### src/rtl/pipe_skid_reg_pkg.sv
// Shared pipeline defines: NOP instruction codes, NOP payload fill and
// state encodings for the pipeline skid stage.
package pipe_skid_reg_pkg;

  localparam logic [3:0] NOP_OP           = 4'h0;
  localparam logic [1:0] NOP_SEL          = 2'h0;
  localparam logic       NOP_PAYLOAD_FILL = 1'b0;

  // Encodings double as the held-entry count.
  typedef enum logic [1:0] {
    ST_EMPTY = 2'd0,
    ST_FULL  = 2'd1,
    ST_SKID  = 2'd2
  } stage_state_t;

  function automatic logic is_nop_op(input logic [3:0] op, input logic [1:0] sel);
    return (op == NOP_OP) && (sel == NOP_SEL);
  endfunction

endpackage

### src/rtl/sat_counter.sv
// Saturating up-counter: increments on inc and holds at all-ones.
// rst and clr both force zero on the next rising edge.
module sat_counter #(
  parameter int CNT_W = 16
) (
  input  logic             clk,
  input  logic             rst,
  input  logic             clr,
  input  logic             inc,
  output logic [CNT_W-1:0] count
);

  always_ff @(posedge clk) begin
    if (rst || clr) begin
      count <= '0;
    end else if (inc && (count != {CNT_W{1'b1}})) begin
      count <= count + CNT_W'(1);
    end
  end

endmodule

### src/rtl/pipe_skid_reg.sv
// ID->EX pipeline register with optional skid entry, flush and bubble counter.
// One cycle latency; with SKID=1 in_ready is registered, with SKID=0 it follows out_ready.
module pipe_skid_reg
  import pipe_skid_reg_pkg::*;
#(
  parameter int                DATA_W    = 32,
  parameter logic [DATA_W-1:0] NOP_VALUE = {DATA_W{NOP_PAYLOAD_FILL}},
  parameter int                SKID      = 1,
  parameter int                CNT_W     = 16
) (
  input  logic              clk,
  input  logic              rst,
  input  logic              flush,
  input  logic              in_valid,
  output logic              in_ready,
  input  logic [DATA_W-1:0] in_data,
  output logic              out_valid,
  input  logic              out_ready,
  output logic [DATA_W-1:0] out_data,
  output logic [CNT_W-1:0]  bubble_cnt,
  output logic [1:0]        occupancy
);

  stage_state_t      state_q;
  logic [DATA_W-1:0] main_q;
  logic [DATA_W-1:0] skid_q;
  logic              in_xfer;
  logic              out_xfer;

  assign in_xfer   = in_valid && in_ready;
  assign out_xfer  = out_valid && out_ready;
  assign out_valid = (state_q != ST_EMPTY);
  assign out_data  = main_q;
  assign occupancy = state_q;

  always_ff @(posedge clk) begin
    if (rst || flush) begin
      state_q <= ST_EMPTY;
      main_q  <= NOP_VALUE;
      skid_q  <= NOP_VALUE;
    end else begin
      case (state_q)
        ST_EMPTY: begin
          if (in_xfer) begin
            main_q  <= in_data;
            state_q <= ST_FULL;
          end
        end
        ST_FULL: begin
          if (in_xfer && out_xfer) begin
            main_q <= in_data;
          end else if (out_xfer) begin
            main_q  <= NOP_VALUE;
            state_q <= ST_EMPTY;
          end else if (in_xfer) begin
            skid_q  <= in_data;
            state_q <= ST_SKID;
          end
        end
        ST_SKID: begin
          if (out_xfer) begin
            main_q  <= skid_q;
            skid_q  <= NOP_VALUE;
            state_q <= ST_FULL;
          end
        end
        default: begin
          state_q <= ST_EMPTY;
          main_q  <= NOP_VALUE;
          skid_q  <= NOP_VALUE;
        end
      endcase
    end
  end

  generate
    if (SKID != 0) begin : g_skid
      logic rdy_q;
      // Ready drops exactly when the next state is SKID.
      always_ff @(posedge clk) begin
        if (rst || flush) begin
          rdy_q <= 1'b1;
        end else begin
          rdy_q <= !(((state_q == ST_FULL) && in_xfer && !out_xfer) ||
                     ((state_q == ST_SKID) && !out_xfer));
        end
      end
      assign in_ready = rdy_q;
    end else begin : g_noskid
      assign in_ready = (state_q == ST_EMPTY) || out_ready;
    end
  endgenerate

  sat_counter #(
    .CNT_W(CNT_W)
  ) u_bubble_cnt (
    .clk  (clk),
    .rst  (rst),
    .clr  (1'b0),
    .inc  (out_ready && !out_valid && !flush),
    .count(bubble_cnt)
  );

endmodule

### config.mk
export PLATFORM = sky130hd
export DESIGN_NAME = pipe_skid_reg
export DESIGN_NICKNAME = d
export VERILOG_FILES = /design/src/rtl/pipe_skid_reg_pkg.sv /design/src/rtl/sat_counter.sv /design/src/rtl/pipe_skid_reg.sv
export SDC_FILE = /design/constraint.sdc
export NUM_CORES = 1
export LEC_CHECK = 0
export CORE_ASPECT_RATIO = 0.5
export CORE_MARGIN = 1.5
export CORE_UTILIZATION = 45
export DETAILED_ROUTE_END_ITERATION = 10
export PLACE_DENSITY_LB_ADDON = 0.05
export SYNTH_ARGS = -nofsm -noshare
export SYNTH_HDL_FRONTEND = slang
export SYNTH_SLANG_ARGS = --single-unit
### constraint.sdc
create_clock -name clk -period 2.3 [get_ports clk]
set_input_delay 0.46 -clock clk [delete_from_list [all_inputs] [get_ports clk]]
set_output_delay 0.46 -clock clk [all_outputs]
set_load 0.1 [all_outputs]
==> results of run 1 <==
[cells by family after synthesis]
group | Yosys count | synth area share, %
flip-flops | 83 | 42.9
AND/OR/NAND/NOR | 160 | 21.2
buffers and inverters | 42 | 4.10
AO/OA/AOI/OAI | 117 | 21.2
multiplexers | 39 | 10.2
adder cells (fa/ha/maj) | 1 | 0.323
[where the power goes]
group	internal, mW	total (mW)	leakage [nW]	switching [mW]
Combinational	0.230	0.626	1.18	0.396
Sequential	1.47	1.48	0.680	0.0179
Clock	0.870	1.46	0.148	0.585
Total	2.57	3.56	2.01	0.999
[area by class of cell]
cell class | count | area (µm²)
inverter | 3 | 11.3
fill | 752 | 2950
clock buffer | 10 | 239
tap | 112 | 140
multi-input combinational | 317 | 2100
sequential | 83 | 1690
timing repair buffer | 111 | 986
clock inverter | 6 | 65.1
[per-stage QoR]
| step | hold WS (ns) | area, µm² | power (mW) | utilization [%] |
|---|---|---|---|---|
| after floorplan | 0.461 | 3910 | 1.94 | - |
| after global placement | 0.440 | 4910 | 2.14 | 60.1 |
| after detailed placement | 0.445 | 4910 | 2.14 | 60.1 |
| after CTS | 0.453 | 5210 | 3.60 | 63.8 |
| after global routing | 0.474 | 5230 | 3.70 | 64.0 |
| final | 0.448 | 5230 | 3.56 | 64.0 |
[path summary, 6_finish.rpt]
path	to	slack, ns	cells after the start
worst max-delay path	u_bubble_cnt.count[11]	0.002	6
worst min-delay path	out_data[13]	0.45	2
worst max register to register	u_bubble_cnt.count[11]	0.18	5
worst min register to register	out_data[13]	0.45	2
[flip-flops by register name (all words and copies together) (netlist names)]
| register | cells |
|---|---|
| out_data | 32 |
| occupancy | 2 |
| in_ready | 1 |
| skid_q | 32 |
| u_bubble_cnt.count | 16 |
[critical path: cells and delay by family]
kind / cells / cell delay [ns]
buf+inv: 2 / 0.57
simple gates: 3 / 1.37
compound gates: 1 / 0.16
[synth_stat cells, types with 2 or more instances]
cell	number
a2bb2oi_1	32
mux2i_1	34
and3b_1	3
and2_1	34
mux2_2	5
and3_1	2
clkbuf_1	35
inv_1	3
a21oi_1	39
nor3_1	5
nand4_1	6
buf_1	3
nand3_1	6
nand2_1	35
o22a_1	2
nor4_1	5
or3_1	3
nor2_1	42
a22oi_1	32
or2_2	2
or4_1	5
o31ai_1	5
nor2b_1	6
dfxtp_1	83
o21ai_0	2
[metal layers]
metal,part of all wire (%),vias to the layer above
li1,-,1761
met1,50,1698
met2,45,77
met3,4.6,11
met4,0.91,0
met5,0,-
==> flow_summary.toml, run 1 <==
[sta]
fin_crit_ns = 2.30
fmax_mhz = 435
clock_skew_ns = 0.00619
rsz0062_at_grt = "true"
setup_ws_ns = 0.00165
slew_headroom_pct = 66.4
finalSetupViolCount = 0
min_period_over_period_pct = 99.9
finalSetupTns_ns = 0
final-hold-violation-count = 0
worst_pin_slew_ns = 0.503
slew_violations = 0

[synth]
yosysWarnings = 0
syn_inst = 442
async_flop_share_pct = 0
synth_top_area_share_pct = 42.9
synth_area_per_cell_um2 = 8.76
synth_seq_cells = 83
yosysSeqAreaShare_pct = 42.9
ys_top_cells_by_area = "dfxtp_1 43%, mux2i_1 8.8%, a2bb2oi_1 7.2%"
synth_ff_type = "dfxtp_1"
synth.distinct_cells = 38
syn_nets = 480
synth_edf_count = 0
synthesis.area_um2 = 3870
yosys.area.top_type = "dfxtp_1"

[detailed_routing]
first_iter_violations = 235
drt_first_pass_iters = 4
viasPerCell = 5.52
route.vias.total = 3547
drc_errors = 0
routedWlPerCell_um = 14.9
antenna_left = 0
routed_wl_um = 9540

[grt]
use_met2_pct = 34.5
grt_use_total_pct = 21.1
grt_max_degree = 42
antenna_found_initial = 0
grt.busiest_layer = "met2"
use_met3_pct = 5.48
use_met1_pct = 28.2
overflow = 0
grt_pass1_vias = 3150
grt_pass1_wl_um = 15300

[cts]
clk_path_buf_depth = 2
clkLatencyLatePin_ns = 0.34
cts_made_buffers = 9
cts-root-buf = "clkbuf_16"
cts_sinks = 83
clk_pin_slew_ns = 0.06
cts_resized = 0
htreeDepth = 3
post_cts_buffers = 0
cts_hold_buf = 0
tritoncts = "built"

[power_and_ir_drop]
peakVddDrop_uv = 390
leakage_nw = 2.01
power_density_nw_per_um2 = 682

[worst_setup_path]
end_kind = "register"
worstPathMaxFanout = 4
crit_slowest_cell = "or4b_4"
critPathLaunch = "flush"
path_class = "in -> reg"
rr_startpoint = "occupancy[1]"
cp-start-kind = "input port"
cp_cell_sequence = "clkdlybuf4s50_1, or4b_4, or4_4, buf_4, or3_1, a21oi_2"
critPathRequiredTime_ns = 2.56
worstPathArrival_ns = 2.56
max_stage_delay_ns = 0.54

[min_path]
min-delay-start = "out_data[13]"
hold_path.class = "reg -> reg"

[place]
gp_congestion = 0.741
place_hpwl_um = 6170
preCtsSetupSlack_ns = -0.313
placedCellCount = 626
port_buffers = 88

[floorplanning]
design.core.area_um2 = 8170
num_io_pins = 89
initial_utilization_pct = 47.4
die_x_um = 134
die_h_um = 68.6
dieArea_um2 = 9200
std_cell_rows = 23

[layout]
antenna_cells = 0
drive_above_1_share_pct = 23.6
layout.cells.most_common_list = "70 x buf_4, 67 x dfxtp_1, 42 x nor2_1"
fin_cells = 642
syn_to_final_growth_pct = 35.0
nNetsFinal = 563
final_common_cell = "buf_4"

[outcome]
outcome = "finished clean"

[job]
max_cap_viol_count = 0
Note: power is estimated with default switching activity, not from simulation.
==> run 2: changes to the inputs <==
Settings changed: ABC_AREA set to 1, CTS_CLUSTER_DIAMETER set to 150.
Clock period 2.3 ns to 2.8 ns, I/O delays scaled along.
==> run 2 against run 1 <==
  * First-iteration DRC count down 26%
  * Register-to-register slack better by 0.47 ns
  * Flip-flop and latch count unchanged
  * Sequential power shrank 18%
  * Utilization down 5.8 points
  * Clock skew grew 0.0011 ns
  * Global-route usage grew 1.5 points
  * Non-clock buffer count decreased by 15
  * Die area rose by 3.9%
  * Via count is 11% higher
  * Wire length rose by 8.6%
  * Worst setup slack gained 0.54 ns
==> flow_summary.toml, run 2 <==
[layout]
final_area_um2 = 5060
syn_to_final_growth_pct = 25.6
drive_above_1_share_pct = 15.3
fillers = 873
final_common_cell = "nand2_1"
nNetsFinal = 706
fin_util_pct = 58.1
antenna_cells = 0
layout.cells.most_common_list = "204 x nand2_1, 83 x dfxtp_1, 64 x nor2_1"

[synth]
synth_compound_area_share_pct = 13.5
synth_ff_type = "dfxtp_1"
synthesis.area_um2 = 4030
synth_top_area_share_pct = 41.2
yosys.area_share.adder_pct = 0.310
synth.distinct_cells = 29
synth_top_family_by_area = "simple AND/OR/NAND/NOR gates"
synthMuxAreaShare_pct = 0
synth_edf_count = 0
synth-simple-area-share_pct = 34.9
yosys-top-cells-count = "204 x nand2_1, 83 x dfxtp_1, 64 x nor2_1"
syn_nets = 632
synth_seq_cells = 83
yosysSeqAreaShare_pct = 41.2
post-synth-top-count-cell = "nand2_1"
yosys.area.top_type = "dfxtp_1"
async_flop_share_pct = 0
synth_xor_area_share_pct = 1.09
yosysWarnings = 0
syn_inst = 594
ys_top_cells_by_area = "dfxtp_1 41%, nand2_1 19%, a21oi_1 7.5%"
synth_area_per_cell_um2 = 6.78

[grt]
overflow = 0
antenna_found_initial = 0
grt_pass1_vias = 3646
grt_max_degree = 40
grt_use_total_pct = 22.6
grt_pass1_wl_um = 17000

[worst_setup_path]
end_kind = "output pin"
critPathRequiredTime_ns = 2.24
path_class = "reg -> out"
worstPathMaxFanout = 15
cp-start-kind = "register"
worstPathArrival_ns = 1.70

[cts]
clkLatencyLatePin_ns = 0.34
htreeDepth = 3
post_cts_buffers = 0
tritoncts = "built"
cts_resized = 0
cts_made_buffers = 9
cts_sinks = 83
clk_pin_slew_ns = 0.06
clk_path_buf_depth = 2
cts-root-buf = "clkbuf_16"
cts_hold_buf = 0

[sta]
slew_headroom_pct = 47.2
finalSetupTns_ns = 0
slew_violations = 0
worst_pin_slew_ns = 0.790
hold_ws_ns = 0.463
fmax_mhz = 442
final-hold-violation-count = 0
clock_skew_ns = 0.00729
min_period_over_period_pct = 80.7
rsz0062_at_grt = "false"
finalSetupViolCount = 0
fin_crit_ns = 2.26

[floorplanning]
die_x_um = 137
initial_utilization_pct = 46.3
dieArea_um2 = 9570
num_io_pins = 89
die_h_um = 69.9
std_cell_rows = 24
design.core.area_um2 = 8710

[detailed_routing]
routedWlPerCell_um = 13.1
antenna_left = 0
viasPerCell = 5.01
drt_first_pass_iters = 4
drc_errors = 0
route.vias.total = 3951
routed_wl_um = 10400
first_iter_violations = 173

[outcome]
outcome = "finished clean"

[power_and_ir_drop]
leakage_nw = 2.06
switchingPower_uw = 797
power_density_nw_per_um2 = 555
p_seq_share_pct = 43.4
internal_power_mw = 2.01
pwr-share-comb_pct = 15.4
p_total_mw = 2.81
switching_share_pct = 28.4
peakVddDrop_uv = 341
clkPwrFrac_pct = 41.2

[place]
place_hpwl_um = 6700
placed_area_um2 = 4780
port_buffers = 88
gp_congestion = 0.816

[job]
max_cap_viol_count = 0

[min_path]
hold_path.class = "reg -> reg"
run 2: cell types whose count changed in the layout (fill, tap and decap cells not counted), sizes merged, moves of 31 or more:
cell and change:
nand2 +174, nand3 +42, and2 -34, mux2i -34, a22oi -32, a2bb2oi -32
inv +32, nor2 +31
run 2: metal layers:
| metal | part of all wire (%) | vias to the layer above | GRT usage [%] |
|---|---|---|---|
| met3 | 5.3 | 10 | 6.68 |
| met5 | 0 | - | 0 |
| met2 | 46 | 82 | 37.4 |
| met4 | 0.92 | 0 | 6.78 |
| met1 | 48 | 1806 | 28.6 |
| li1 | - | 2053 | - |
run 2: cells by family (layout without fill, tap and decap cells):
kind of cell | after synthesis | after routing
flip-flops | 83 | 83
AND/OR/NAND/NOR | 338 | 338
AO/OA/AOI/OAI | 97 | 97
XOR/XNOR | 5 | 5
buffers and inverters | 70 | 148
adder cells (fa/ha/maj) | 1 | 1
run 2: layout make-up:
type / instances / area, µm² / area share, %
repair buffers: 96 / 823 / 16.3
well taps: 117 / 146 / 2.89
clock inverters: 5 / 55.1 / 1.09
flip-flops and latches: 83 / 1660 / 32.8
inverters: 37 / 141 / 2.79
clock buffers: 10 / 229 / 4.52
multi-input cells: 441 / 2010 / 39.6
run 2: power by group through the flow:
| stage | registers, mW | logic [mW] | clock network [mW] |
|---|---|---|---|
| finish | 1.22 | 0.432 | 1.16 |
| CTS | 1.22 | 0.436 | 1.18 |
| global placement | 1.25 | 0.432 | 0 |
| floorplan | 1.39 | 0.169 | 0 |
| global route | 1.22 | 0.464 | 1.23 |
| detailed placement | 1.25 | 0.434 | 0 |
run 2: critical path, stage by stage, from the launching register on:
cell and delay (ns):
dfxtp_1 0.62, nor2_4 0.11, inv_2 0.27, buf_4 0.36
run 2: worst paths after layout:
kind	start	end	slack [ns]	depth (start not counted)
worst max register to register	occupancy[0]	out_data[7]	0.65	7
worst min-delay path	skid_q[8]	skid_q[8]	0.46	2
worst min register to register	skid_q[8]	skid_q[8]	0.46	2
worst max-delay path	occupancy[0]	out_valid	0.54	3
run 2: stage by stage:
step | setup slack [ns] | cells
after floorplan | 0.353 | 594
final | 0.540 | 789
after global placement | 0.502 | 774
after CTS | 0.546 | 789
after detailed placement | 0.506 | 774
after global routing | 0.473 | 789
